File: config.mk
export PLATFORM = sky130hd
export DESIGN_NAME = tff_updown_counter
export DESIGN_NICKNAME = d
export VERILOG_FILES = /design/src/rtl/tff_updown_counter_pkg.sv /design/src/rtl/tff_updown_counter_tff_cell.sv /design/src/rtl/tff_updown_counter.sv
export SDC_FILE = /design/constraint.sdc
export NUM_CORES = 1
export LEC_CHECK = 0
export CORE_AREA = 2 2 39 41
export DETAILED_ROUTE_END_ITERATION = 8
export DIE_AREA = 0 0 41 43
export MAX_ROUTING_LAYER = met4
export PLACE_DENSITY = 0.81
export SETUP_SLACK_MARGIN = 0.02
export SLEW_MARGIN = 15
export SYNTH_ARGS = -nofsm -noshare
export SYNTH_HDL_FRONTEND = slang
export SYNTH_HIERARCHICAL = 1
export SYNTH_SLANG_ARGS = --single-unit
File: constraint.sdc
create_clock -name clock -period 4.7 [get_ports clock]
set_clock_uncertainty 0.15 [all_clocks]
set_input_delay 0.705 -clock clock [delete_from_list [all_inputs] [get_ports clock]]
set_output_delay 0.705 -clock clock [all_outputs]
set_load 0.005 [all_outputs]
File: src/rtl/tff_updown_counter_pkg.sv
// Shared defaults for the lab-board BCD event counter (one decade, 0..9).
package tff_updown_counter_pkg;

    localparam int DEFAULT_WIDTH   = 4;
    localparam int DEFAULT_MODULUS = 10;

endpackage : tff_updown_counter_pkg

File: src/rtl/tff_updown_counter_tff_cell.sv
// Single-bit T flip-flop. Q inverts on a rising clock edge when T is high.
// Q clears asynchronously while rst_ni is low.
module tff_cell (
    input  logic clk_i,
    input  logic rst_ni,
    input  logic t_i,
    output logic q_o
);

    logic q_q;

    // Toggle storage: invert on T, clear on async reset
    always_ff @(posedge clk_i or negedge rst_ni) begin
        if (!rst_ni) begin
            q_q <= 1'b0;
        end else if (t_i) begin
            q_q <= ~q_q;
        end
    end

    assign q_o = q_q;

endmodule : tff_cell

File: src/rtl/tff_updown_counter.sv
// Modulo-MODULUS up/down counter built from T cells.
// The next count is computed in binary. The T input of each cell is the XOR
// of its current Q with the next-state bit, so only the bits that change
// toggle. wrap and clamp are one-cycle registered pulses that line up with
// the new count.
module tff_updown_counter
    import tff_updown_counter_pkg::*;
#(
    parameter int WIDTH   = DEFAULT_WIDTH,
    parameter int MODULUS = DEFAULT_MODULUS
) (
    input  logic             clock,
    input  logic             reset,
    input  logic             en,
    input  logic             up,
    input  logic             load,
    input  logic [WIDTH-1:0] din,
    output logic [WIDTH-1:0] count,
    output logic             tc,
    output logic             wrap,
    output logic             clamp
);

    // MAX is also kept one bit wider. Range checks then stay meaningful when
    // MAX is the all-ones value, as it is for MODULUS = 2**WIDTH.
    localparam logic [WIDTH:0]   MAX_X = (WIDTH+1)'(MODULUS - 1);
    localparam logic [WIDTH-1:0] MAX   = MAX_X[WIDTH-1:0];
    localparam logic [WIDTH-1:0] ONE   = {{(WIDTH-1){1'b0}}, 1'b1};

    if (MODULUS < 2 || MODULUS > (1 << WIDTH)) begin : g_bad_param
        $error("tff_updown_counter: MODULUS out of range for WIDTH");
    end

    logic [WIDTH:0]   count_x;
    logic [WIDTH:0]   din_x;
    logic [WIDTH-1:0] count_d;
    logic [WIDTH-1:0] toggle;
    logic             wrap_d;
    logic             wrap_q;
    logic             clamp_d;
    logic             clamp_q;

    assign count_x = {1'b0, count};
    assign din_x   = {1'b0, din};

    // Next-state select: load beats count enable, and up picks the direction.
    // An out-of-range state recovers to 0 when counting up and to MAX when
    // counting down. Both recoveries are reported as a wrap.
    always_comb begin
        count_d = count;
        wrap_d  = 1'b0;
        clamp_d = 1'b0;
        if (load) begin
            if (din_x > MAX_X) begin
                count_d = MAX;
                clamp_d = 1'b1;
            end else begin
                count_d = din;
            end
        end else if (en) begin
            if (up) begin
                if (count_x >= MAX_X) begin
                    count_d = '0;
                    wrap_d  = 1'b1;
                end else begin
                    count_d = count + ONE;
                end
            end else begin
                if (count == '0 || count_x > MAX_X) begin
                    count_d = MAX;
                    wrap_d  = 1'b1;
                end else begin
                    count_d = count - ONE;
                end
            end
        end
    end

    assign toggle = count ^ count_d;

    for (genvar i = 0; i < WIDTH; i++) begin : g_bit
        tff_cell u_cell (
            .clk_i  (clock),
            .rst_ni (reset),
            .t_i    (toggle[i]),
            .q_o    (count[i])
        );
    end

    // Event pulses: registered so they are aligned with the updated count
    always_ff @(posedge clock or negedge reset) begin
        if (!reset) begin
            wrap_q  <= 1'b0;
            clamp_q <= 1'b0;
        end else begin
            wrap_q  <= wrap_d;
            clamp_q <= clamp_d;
        end
    end

    assign wrap  = wrap_q;
    assign clamp = clamp_q;

    // Terminal count is not qualified by en. Cascade with en_next = en & tc.
    assign tc = (up & (count == MAX)) | (~up & (count == '0));

endmodule : tff_updown_counter
==> reports/qor.yml <==
status: "completed"
drt_iter0_drc: 8
max_freq_mhz: 302
areaGrowthSynthToFinish_pct: 29.9
dr.pass1.iters: 4
synth_nets: 78
synthSimpleGateAreaFrac_pct: 21.3
synthFlopType: "dfrtp_1"
io_buffer_count: 15
wl_um: 1320
nets: 96
worst_setup_path_start_kind: "input pin"
dpl_cell_area_um2: 749
finalNonFillerCells: 97
gp_congestion: 0.820
htree_num_levels: 1
cts-root-buf: "clkbuf_4"
globalRouteTotalUtil_pct: 19.3
endpoint_kind: "output port"
required_ns: 3.85
synth_mux_area_share_pct: 3.58
grt_pass1_vias: 533
period_share_pct: 70.5
stdcell_area_um2: 772
grt_pass1_wl_um: 2200
synth_top_family_by_area: "compound AO/OA/AOI/OAI gates"
setup_viol: 0
core_um2: 1380
die_width_um: 41
slew_headroom_pct: 76.0
rsz0062_at_grt: "no"
hold_violations: 0
postCtsSetupBuffers: 0
period_needed_ns: 3.31
dpl.hpwl_um: 1020
ir_worst_vdd_mv: 0.242
grt_overflow: 0
power.density_nw_per_um2: 552
numCtsBuffers: 3
clkLatencyLatePin_ns: 0.26
synthArstFlopShare_pct: 100
crit_type: "in -> out"
netlist-cell-type-count: 31
cts_hold_buffers: 0
post_drt_via_cell_ratio: 5.69
hold_path_class: "reg -> reg"
synth_edf_count: 0
multi_input_area_um2: 414
finalMaxSlewViolations: 0
vias: 552
setup_tns_ns: 0
clock_sinks: 6
synthAdderAreaFrac_pct: 8.42
timing.rr.start: "g_bit[0].u_cell/q_o"
fin_ws_ns: 1.39
num_antenna_cells: 0
antenna_found_initial: 0
nFillCells: 137
path_max_fanout: 9
drive_above_1_share_pct: 12.3
dp_cells: 94
cap_violations: 0
leakage_nw: 0.350
utilization_pct: 55.8
wire_per_inst_um: 13.6
dpl_worst_slack_ns: 1.41
netlist_instances: 65
seq_area_um2: 150
synth.top_cell.area_share_pct: 25.3
synthXorXnorAreaFrac_pct: 7.37
ant_nets: 0
finalPower_uw: 426
avgSynthCellArea_um2: 9.14
synthTopCellsByArea: "dfrtp_1 25%, ha_1 8.4%, xor2_1 7.4%, o211a_1 6.7%, nor2_1 4.4%"
start_util_pct: 42.9
grt_max_degree: 12
clkTransAtPathRegs_ns: 0.05
worst_pin_slew_ns: 0.360
synth.largest_area_cell: "dfrtp_1"
min_from: "g_bit[1].u_cell/q_o"
die_area_um2: 1760
cts_tree: "yes"
critPathLaunch: "up"
crit_arrival_ns: 2.46
yosys_warnings: 6
clockBufferDepth: 2
fin_hold_ws_ns: 0.500
ctsResizeCount: 0
seq_area_frac_synth_pct: 25.3
synth-compound-area-share_pct: 29.1
rows: 14
ios: 16
ys_ff_latch: 6
drc_errors: 0
synth_area_um2: 594
die_y_um: 43
==> cell families (layout without fill, tap and decap cells) <==
family                   count (synthesis)  in the layout
AND/OR/NAND/NOR                         22             22
buffers and inverters                    6             22
multiplexers                             2              2
flip-flops                               6              6
AO/OA/AOI/OAI                           20             20
XOR/XNOR                                 5              5
adder cells (fa/ha/maj)                  4              4
==> Yosys cell counts (2+ instances only) <==
cell and count:
nor3_1 2, ha_1 4, nand2_1 2, inv_1 4, dfrtp_1 6, nor2_1 7, nand3b_1 2, a31oi_1 3
xor2_1 5, nand4_1 2, o21ai_0 5, o211a_1 4
==> critical path, stage by stage <==
cell	delay (ns)
clkdlybuf4s50_1	0.58
or3b_2	0.51
a21oi_1	0.15
clkdlybuf4s50_1	0.51
==> path summary, 6_finish.rpt <==
path | depth (start not counted) | end | slack [ns]
min reg2reg | 1 | g_bit[1].u_cell/q_o | 0.50
max reg2reg | 7 | g_bit[1].u_cell/q_o | 2.40
max in group asynchronous | 1 | clamp | 3.63
max | 4 | tc | 1.39
min | 1 | g_bit[1].u_cell/q_o | 0.50
min in group asynchronous | 1 | g_bit[2].u_cell/q_o | 0.54
==> where the power goes <==
group          leakage, nW  switching, mW  total (mW)  internal (mW)
Clock               0.0138         0.0208      0.0498         0.0290
Combinational        0.263          0.112       0.249          0.137
Sequential          0.0733         0.0532       0.127         0.0736
Total                0.350          0.186       0.426          0.240
==> sequential cells by signal (all words and copies together), names as in the netlist <==
register,flops
wrap,1
g_bit.u_cell/q_o,4
clamp,1
==> cell type report <==
cell class	count	area share (%)
flip-flops and latches	6	19.4
clock buffers	3	2.92
well taps	16	2.59
inverters	4	1.94
multi-input cells	53	53.6
repair buffers	15	19.4
==> placed cells by master (no fill, tap or decap) <==
cell and instances:
o21ba_2 1, or4b_4 1, dfrtp_1 6, nor2b_1 1, o21a_1 1, or3b_2 1
clkbuf_4 3, nand4_1 2, a2111oi_2 1, and3b_1 1, o21ai_4 1, nor2_1 7
or2_1 1, a211o_1 1, ha_1 4, nand2_1 2, inv_1 4, o41ai_2 1
xor2_1 5, o21ai_0 5, mux2i_1 1, nor3_1 2, a31oi_1 3, o211a_1 4
a21oi_1 1, mux2_2 1, o311a_1 1, nand2b_1 1, nand3_1 1, clkdlybuf4s50_1 15
nand3b_1 2
==> routing by layer <==
metal	vias to the layer above	routed length, um	share of wire (%)	GRT usage [%]
met5	-	0	0	-
met4	0	50	3.8	13.3
met3	4	48	3.6	5.24
met2	15	633	48	27.8
met1	258	591	45	22.1
li1	275	-	-	-
Note: power is estimated with default switching activity, not from simulation.
